File: src/rtl/seq_mult_pkg.sv
// seq_mult_pkg: shared phase codes, FSM state type and default operand width for the sequential multiplier.
package seq_mult_pkg;

    localparam int DEFAULT_WIDTH = 8;

    // These codes are what the seven-segment decoder turns into 0/1/2/3/E.
    localparam logic [2:0] PH_IDLE = 3'b000;
    localparam logic [2:0] PH_LOAD = 3'b001;
    localparam logic [2:0] PH_BUSY = 3'b010;
    localparam logic [2:0] PH_DONE = 3'b011;
    localparam logic [2:0] PH_ERR  = 3'b100;

    typedef enum logic [2:0] {
        ST_IDLE = PH_IDLE,
        ST_LOAD = PH_LOAD,
        ST_BUSY = PH_BUSY,
        ST_DONE = PH_DONE
    } state_t;

endpackage

File: src/rtl/seq_mult_dp.sv
// seq_mult_dp: shift-and-add datapath (mcand/mplier/acc/cnt); optional SEQ_MULT_EARLY_TERM_EN ends once no multiplier bits remain.
module seq_mult_dp #(
    parameter int WIDTH = 8
) (
    input  logic               clk,
    input  logic               rst_n,
    input  logic               load,
    input  logic               clr,
    input  logic               step,
    input  logic [WIDTH-1:0]   a,
    input  logic [WIDTH-1:0]   b,
    output logic [2*WIDTH-1:0] acc_sum,
    output logic               last
);

    localparam int CW = $clog2(WIDTH);

    logic [2*WIDTH-1:0] mcand_q, mcand_d;
    logic [2*WIDTH-1:0] acc_q, acc_d;
    logic [WIDTH-1:0]   mplier_q, mplier_d;
    logic [CW-1:0]      cnt_q, cnt_d;

    // Next-state of the datapath: operands on load, clear on clr, one shift-and-add per step.
    always_comb begin
        acc_sum  = acc_q + (mplier_q[0] ? mcand_q : '0);
        mcand_d  = load ? {{WIDTH{1'b0}}, a} : step ? mcand_q << 1 : mcand_q;
        mplier_d = load ? b : step ? mplier_q >> 1 : mplier_q;
        acc_d    = clr ? '0 : step ? acc_sum : acc_q;
        cnt_d    = clr ? '0 : step ? cnt_q + 1'b1 : cnt_q;
`ifdef SEQ_MULT_EARLY_TERM_EN
        last     = (cnt_q == CW'(WIDTH - 1)) || (mplier_q[WIDTH-1:1] == '0);
`else
        last     = cnt_q == CW'(WIDTH - 1);
`endif
    end

    // Datapath registers, cleared by the asynchronous reset.
    always_ff @(posedge clk or negedge rst_n) begin
        if (!rst_n) begin
            mcand_q  <= '0;
            mplier_q <= '0;
            acc_q    <= '0;
            cnt_q    <= '0;
        end else begin
            mcand_q  <= mcand_d;
            mplier_q <= mplier_d;
            acc_q    <= acc_d;
            cnt_q    <= cnt_d;
        end
    end

endmodule

File: src/rtl/seq_mult_core.sv
// seq_mult_core: iterative unsigned multiplier with start/ready handshake and display phase code; SEQ_MULT_EARLY_TERM_EN enables early exit.
module seq_mult_core
    import seq_mult_pkg::*;
#(
    parameter int WIDTH = DEFAULT_WIDTH
) (
    input  logic               clk,
    input  logic               rst_n,
    input  logic               start,
    input  logic [WIDTH-1:0]   a,
    input  logic [WIDTH-1:0]   b,
    output logic               ready,
    output logic               done,
    output logic [2*WIDTH-1:0] product,
    output logic               err,
    output logic [2:0]         phase
);

    state_t             state_q, state_d;
    logic               err_q, err_d;
    logic               done_q, done_d;
    logic [2*WIDTH-1:0] product_q, product_d;
    logic               load, clr, step, last;
    logic [2*WIDTH-1:0] acc_sum;

    seq_mult_dp #(.WIDTH(WIDTH)) u_dp (
        .clk     (clk),
        .rst_n   (rst_n),
        .load    (load),
        .clr     (clr),
        .step    (step),
        .a       (a),
        .b       (b),
        .acc_sum (acc_sum),
        .last    (last)
    );

    // Next-state, datapath strobes, sticky error and result capture.
    always_comb begin
        state_d   = state_q;
        err_d     = err_q;
        done_d    = 1'b0;
        product_d = product_q;
        load      = 1'b0;
        clr       = 1'b0;
        step      = 1'b0;
        case (state_q)
            ST_IDLE, ST_DONE: begin
                if (start) begin
                    load    = 1'b1;
                    err_d   = 1'b0;
                    state_d = ST_LOAD;
                end
            end
            ST_LOAD: begin
                clr     = 1'b1;
                err_d   = err_q | start;
                state_d = ST_BUSY;
            end
            ST_BUSY: begin
                step  = 1'b1;
                err_d = err_q | start;
                if (last) begin
                    state_d   = ST_DONE;
                    done_d    = 1'b1;
                    product_d = acc_sum;
                end
            end
            default: state_d = ST_IDLE;
        endcase
    end

    // Control and result registers; reset aborts any operation in flight.
    always_ff @(posedge clk or negedge rst_n) begin
        if (!rst_n) begin
            state_q   <= ST_IDLE;
            err_q     <= 1'b0;
            done_q    <= 1'b0;
            product_q <= '0;
        end else begin
            state_q   <= state_d;
            err_q     <= err_d;
            done_q    <= done_d;
            product_q <= product_d;
        end
    end

    assign ready   = (state_q == ST_IDLE) || (state_q == ST_DONE);
    assign done    = done_q;
    assign product = product_q;
    assign err     = err_q;
    assign phase   = err_q ? PH_ERR : state_q;

endmodule

File: config.mk
export PLATFORM = sky130hd
export DESIGN_NAME = seq_mult_core
export DESIGN_NICKNAME = d
export VERILOG_FILES = /design/src/rtl/seq_mult_pkg.sv /design/src/rtl/seq_mult_dp.sv /design/src/rtl/seq_mult_core.sv
export SDC_FILE = /design/constraint.sdc
export NUM_CORES = 1
export LEC_CHECK = 0
export CAP_MARGIN = 10
export CORE_ASPECT_RATIO = 0.7
export CORE_UTILIZATION = 50
export DETAILED_ROUTE_END_ITERATION = 7
export MAX_ROUTING_LAYER = met4
export PLACE_DENSITY_LB_ADDON = 0.25
export SLEW_MARGIN = 20
export SYNTH_ARGS = -nofsm -noshare
export SYNTH_HDL_FRONTEND = slang
export SYNTH_SLANG_ARGS = --single-unit
File: constraint.sdc
create_clock -name clk -period 2.7 [get_ports clk]
set_input_delay 0.27 -clock clk [delete_from_list [all_inputs] [get_ports clk]]
set_output_delay 0.27 -clock clk [all_outputs]
set_load 0.05 [all_outputs]
==> results of run 1 <==
cells in the final DEF, fill, tap and decap left out, types with 2 or more instances in the layout:
cell type | netlist | final
or3_1 | 2 | 2
ha_1 | 20 | 19
o21a_1 | 3 | 3
bufinv_16 | 0 | 2
nor2_1 | 17 | 17
a21oi_1 | 13 | 13
nand4_1 | 4 | 4
o21ai_0 | 30 | 29
inv_1 | 4 | 4
dfrtp_1 | 63 | 63
xnor2_1 | 4 | 4
a32o_1 | 2 | 2
clkbuf_8 | 0 | 12
o2111ai_1 | 2 | 2
nand2b_1 | 5 | 5
mux2i_1 | 22 | 22
a21o_1 | 6 | 6
and2_1 | 18 | 18
nand2_1 | 59 | 59
a311o_1 | 2 | 2
o31ai_1 | 3 | 3
xor2_1 | 4 | 4
clkdlybuf4s50_1 | 0 | 38
a22oi_1 | 2 | 2
nand3_1 | 5 | 5
buf_4 | 3 | 15
a22o_1 | 10 | 10
o211ai_1 | 7 | 7
a31o_2 | 3 | 3
mux2_2 | 5 | 5
state kept, by name, summed over array words and instances, names as in the netlist:
register       count
done               1
err                1
u_dp.cnt_q         3
state_q            2
u_dp.mplier_q      8
u_dp.acc_q        16
u_dp.mcand_q      16
product           16
per-layer routing:
metal / track usage / wire, um / vias up
met5: - / 0 / -
met4: 0.0635 / 56 / 0
met3: 0.0588 / 375 / 5
met2: 0.346 / 3370 / 61
met1: 0.380 / 4350 / 1352
li1: - / - / 1342
kinds of logic after synthesis:
| kind of cell | share of synthesized area |
|---|---|
| AO/OA/AOI/OAI | 0.178 |
| multiplexers | 0.0789 |
| buffers and inverters | 0.0350 |
| adder cells (fa/ha/maj) | 0.0771 |
| XOR/XNOR | 0.0200 |
| flip-flops | 0.450 |
| AND/OR/NAND/NOR | 0.161 |
worst reg2reg max path: cells and delay by family (launching register included):
kind | cells | cell delay (ns)
compound gates | 3 | 0.84
simple gates | 3 | 0.68
flops | 1 | 0.38
fa+ha+maj | 1 | 0.37
buf+inv | 1 | 0.19
report_power, final:
part	leakage, nW	switching [W]	internal (W)	total (W)
logic	1.05	0.00168	0.00104	0.00273
registers	0.794	0.000232	0.00130	0.00153
clock network	0.118	0.000364	0.000589	0.000953
total	1.96	0.00228	0.00293	0.00521
worst max path at each step:
| stage | from | slack [ns] | cells after the start | to |
|---|---|---|---|---|
| after global routing | u_dp.mplier_q[0] | 0.03 | 8 | u_dp.acc_q[12] |
| after detailed placement | u_dp.mplier_q[0] | 0.16 | 8 | u_dp.acc_q[12] |
| after global placement | u_dp.mcand_q[0] | 0.19 | 8 | u_dp.acc_q[12] |
| final | u_dp.mplier_q[0] | 0.14 | 8 | u_dp.acc_q[12] |
| after floorplan | u_dp.mplier_q[0] | 0.03 | 9 | u_dp.acc_q[14] |
| after CTS | u_dp.mplier_q[0] | 0.13 | 8 | u_dp.acc_q[12] |
layout make-up:
| type | count | area share |
|---|---|---|
| Clock buffer | 12 | 0.0386 |
| Clock inverter | 3 | 0.0152 |
| Inverter | 5 | 0.00439 |
| Multi-Input combinational cell | 265 | 0.425 |
| Sequential cell | 63 | 0.369 |
| Tap cell | 94 | 0.0275 |
| Timing Repair Buffer | 55 | 0.121 |
per-stage QoR:
| step | total power (W) | hold slack, ns |
|---|---|---|
| after floorplan | 0.00345 | -0.0256 |
| after global placement | 0.00419 | 0.457 |
| after detailed placement | 0.00425 | 0.462 |
| after CTS | 0.00522 | 0.126 |
| after global routing | 0.00556 | 0.149 |
| final | 0.00521 | 0.0972 |
timing repair:
action	in CTS	in global routing
buffers inserted	0	0
resized for setup	0	1
endpoints found under the setup margin	0	3
==> flow_summary.ini, run 1 <==
[placed_design]
place_inst = 482
place_ws_ns = 0.158
dpl.hpwl_um = 5830
dpl_cell_area_sq_um = 4050
gp_congestion = 0.936
portBuffers = 40

[global_routing]
first_global_vias = 2726
grt_pass1_wl_um = 13600
grt_max_degree = 64
gr-usage-all-layers = 0.255
overflow = 0
grt_antenna_before_repair = 0

[synthesis]
mappedNetlistNets = 393
synthTopCellsByCount = dfrtp_1 (63), nand2_1 (59), o21ai_0 (30)
ys_ff_latch = 63
synth_cell_types = 50
synth-async-reset-ratio = 1.00
synth_area_sq_um = 3500
syn_inst = 353
avgSynthCellArea_sq_um = 9.92
synth_top_area_frac = 0.450
synth.area.top_cells = dfrtp_1 (45%), ha_1 (7.1%), nand2_1 (6.3%)
yosysTopAreaCell = dfrtp_1
ys_warn_count = 0
ys_seq_area_frac = 0.450
ys.flop_type = dfrtp_1
post-synth-top-count-cell = dfrtp_1
synth-edff-count = 0

[die]
dieArea_sq_um = 7350
core.rowCount = 25
die_h_um = 72.0
die_w_um = 102
initial_utilization = 0.519
core_area_sq_um = 6760
io_pins = 41

[clock_network]
ctsHoldBuffers = 0
h-tree-depth = 3
tritoncts = yes
cts_buffers = 9
clock_sinks = 63
clk_latency_ns = 0.34
cts_root_buffer = clkbuf_8
clockBufferDepth = 2
clk_pin_slew_ns = 0.07

[critical_path]
regToRegSetupSlack_ns = 0.14
cp_max_fo = 16
slowest_stage = dfrtp_1
startpoint_type = flip-flop
cp_top_family = compound AO/OA/AOI/OAI gates
slowest_delay_ns = 0.38
worstSetupPathType = flip-flop to flip-flop
cp_data_arrival_time_ns = 2.79
worst_setup_path_end_kind = flip-flop
path_cells = buf_4 > and2_1 > fa_2 > a21o_4 > a221oi_4 > nor3_1 > or3_1 > a32o_1
cp_data_required_time_ns = 2.93
rr_startpoint = u_dp.mplier_q[0]
reg2regPathDepth = 8
cp.buffers_inverters = 1
rr_endpoint = u_dp.acc_q[12]

[route]
wl_per_cell_um = 16.4
postRouteAntennaNets = 0
drtIter0Drc = 158
drc = 0
totalWireLength_um = 8140
via_per_inst = 5.55
drtPass1Iterations = 4
dr_total_vias = 2760

[final_layout]
utilization = 0.633
finish.instance_area_sq_um = 4280
layout.nets = 439
nFillCells = 606
syn_to_final_growth_pct = 22.1
final_cells = 497
antennaDiodeCount = 0
drive_gt1_frac = 0.127
multi_input_area_sq_um = 1820
seq_area_sq_um = 1580

[sta]
drv_slew = 0
finalHoldViolations = 0
tns_ns = 0
period_needed_ns = 2.56
fin_crit_sh = 0.949
fmax_ghz = 0.390
fin_worst_skew_ns = 0.00716
setup_viol_count_final = 0
rsz0062_at_grt = false
worst-slew-pin-transition_ns = 0.775
slew_headroom = 0.483
fin_ws_ns = 0.139

[power]
power_density_nw_per_um2 = 1220
leakage_nw = 1.96
ir_worst_vdd_mv = 1.25

[status]
status = complete, no violations

[hold_path]
holdCritPathClass = primary input to async pin

[run]
cap_viol_max_count = 0
No activity file was read; power rests on OpenSTA's default activity.
==> run 2, diff against run 1 <==
--- a/config.mk
+++ b/config.mk
@@ -10,8 +10,9 @@
 export CORE_UTILIZATION = 50
 export DETAILED_ROUTE_END_ITERATION = 7
 export MAX_ROUTING_LAYER = met4
-export PLACE_DENSITY_LB_ADDON = 0.25
+export PLACE_DENSITY = 0.75
 export SLEW_MARGIN = 20
 export SYNTH_ARGS = -nofsm -noshare
 export SYNTH_HDL_FRONTEND = slang
 export SYNTH_SLANG_ARGS = --single-unit
+export TNS_END_PERCENT = 1
==> flow_summary.ini, run 2 (synthesis results as in run 1) <==
[clock_network]
clock_sinks = 63
clk_pin_slew_ns = 0.07
clk_latency_ns = 0.34
h-tree-depth = 3
cts_buffers = 9
cts_root_buffer = clkbuf_8
clockBufferDepth = 2
tritoncts = yes

[global_routing]
grt_pass1_wl_um = 12900
grt_max_degree = 41
grt_antenna_before_repair = 0
overflow = 0
first_global_vias = 2458
gr-usage-all-layers = 0.243

[critical_path]
rr_startpoint = u_dp.mcand_q[0]
startpoint_type = flip-flop
cp_data_required_time_ns = 2.93
worst_setup_path_end_kind = flip-flop
slowest_delay_ns = 0.39
worstSetupPathType = flip-flop to flip-flop
path_cells = and2_1 > ha_2 > fa_2 > a21o_4 > a221oi_4 > nor3_1 > or3_1 > a32o_1
cp_data_arrival_time_ns = 2.81
worstSetupStartpoint = u_dp.mcand_q[0]
slowest_stage = dfrtp_1
cp_max_fo = 3

[sta]
fin_ws_ns = 0.117
fin_worst_skew_ns = 0.00914
fmax_ghz = 0.387
tns_ns = 0
worst-slew-pin-transition_ns = 0.621
fin_crit_sh = 0.957
finalHoldViolations = 0
slew_headroom = 0.581
drv_slew = 0
setup_viol_count_final = 0
rsz0062_at_grt = false
period_needed_ns = 2.58

[final_layout]
layout.nets = 439
drive_gt1_frac = 0.126
final_cells = 498
layout_common_cells = dfrtp_1 (63), nand2_1 (59), clkdlybuf4s50_1 (38)
final_common_cell = dfrtp_1
utilization = 0.626
syn_to_final_growth_pct = 20.8
antennaDiodeCount = 0

[placed_design]
place_inst = 481
place_ws_ns = 0.116
portBuffers = 40
dpl.hpwl_um = 5710
gp_congestion = 0.891

[die]
die_h_um = 72.0
dieArea_sq_um = 7350
io_pins = 41
initial_utilization = 0.519
die_w_um = 102
core.rowCount = 25
core_area_sq_um = 6760

[route]
drtIter0Drc = 174
dr_total_vias = 2731
drtPass1Iterations = 5
via_per_inst = 5.48
totalWireLength_um = 7860
postRouteAntennaNets = 0
drc = 0
wl_per_cell_um = 15.8

[power]
ir_worst_vdd_mv = 1.12
power_density_nw_per_um2 = 1180
finalPower_w = 0.00498
leakage_nw = 1.93

[hold_path]
holdCritPathClass = primary input to async pin

[status]
status = complete, no violations

[run]
cap_viol_max_count = 0
[run 2: changes by cell type in the layout (fill, tap and decap cells not counted)]
cell	delta
buf_12	-1
clkinv_4	+1
bufinv_16	-2
dlygate4sd3_1	+1
clkinvlp_4	+2
[run 2: worst paths after layout]
check / to / slack (ns) / cells past startpoint
worst min-delay path: product[10] / 0.46 / 2
worst max register to register: u_dp.acc_q[12] / 0.12 / 8
min in group clk: product[0] / 0.48 / 2
worst max-delay path: u_dp.acc_q[12] / 0.12 / 8
worst min register to register: product[0] / 0.48 / 2
max in group asynchronous: u_dp.acc_q[2] / 1.54 / 3
[run 2: timing repair]
action,in CTS,in global routing
endpoints found under the setup margin,0,1
hold buffers,1,0
resized for setup,0,1
hold endpoints to repair,24,0
buffers inserted,0,0
[run 2: metal layers]
layer  GRT usage  vias to the layer above  share of wire
li1            -                     1344              -
met1       0.376                     1305           0.54
met2       0.308                       77           0.40
met3      0.0655                        5          0.059
met4      0.0619                        0         0.0067
met5           -                        -              0
[run 2: area by class of cell]
| class | instances | area, sq um |
|---|---|---|
| inverters | 5 | 18.8 |
| clock buffers | 12 | 165 |
| clock inverters | 4 | 28.8 |
| repair buffers | 55 | 508 |
| fillers | 586 | 2530 |
| well taps | 94 | 118 |
| flip-flops and latches | 63 | 1580 |
| multi-input cells | 265 | 1820 |
[run 2: stage by stage]
stage               hold WS [ns]  instance area [sq um]
global route               0.481                   4230
detailed placement         0.304                   4030
finish                     0.460                   4230
global placement           0.306                   4030
floorplan                -0.0256                   3520
CTS                        0.462                   4230
[run 2: power by group]
group / internal [W] / switching (W)
combinational: 0.00102 / 0.00166
clock: 0.000408 / 0.000378
sequential: 0.00130 / 0.000223
[run 2: critical path, delay by kind of cell (launching register included)]
family / cells / cell delay (ns)
AOI/OAI and AO/OA: 3 / 0.87
adders and majority gates: 2 / 0.57
DFF: 1 / 0.39
and+or+nand+nor: 3 / 0.64
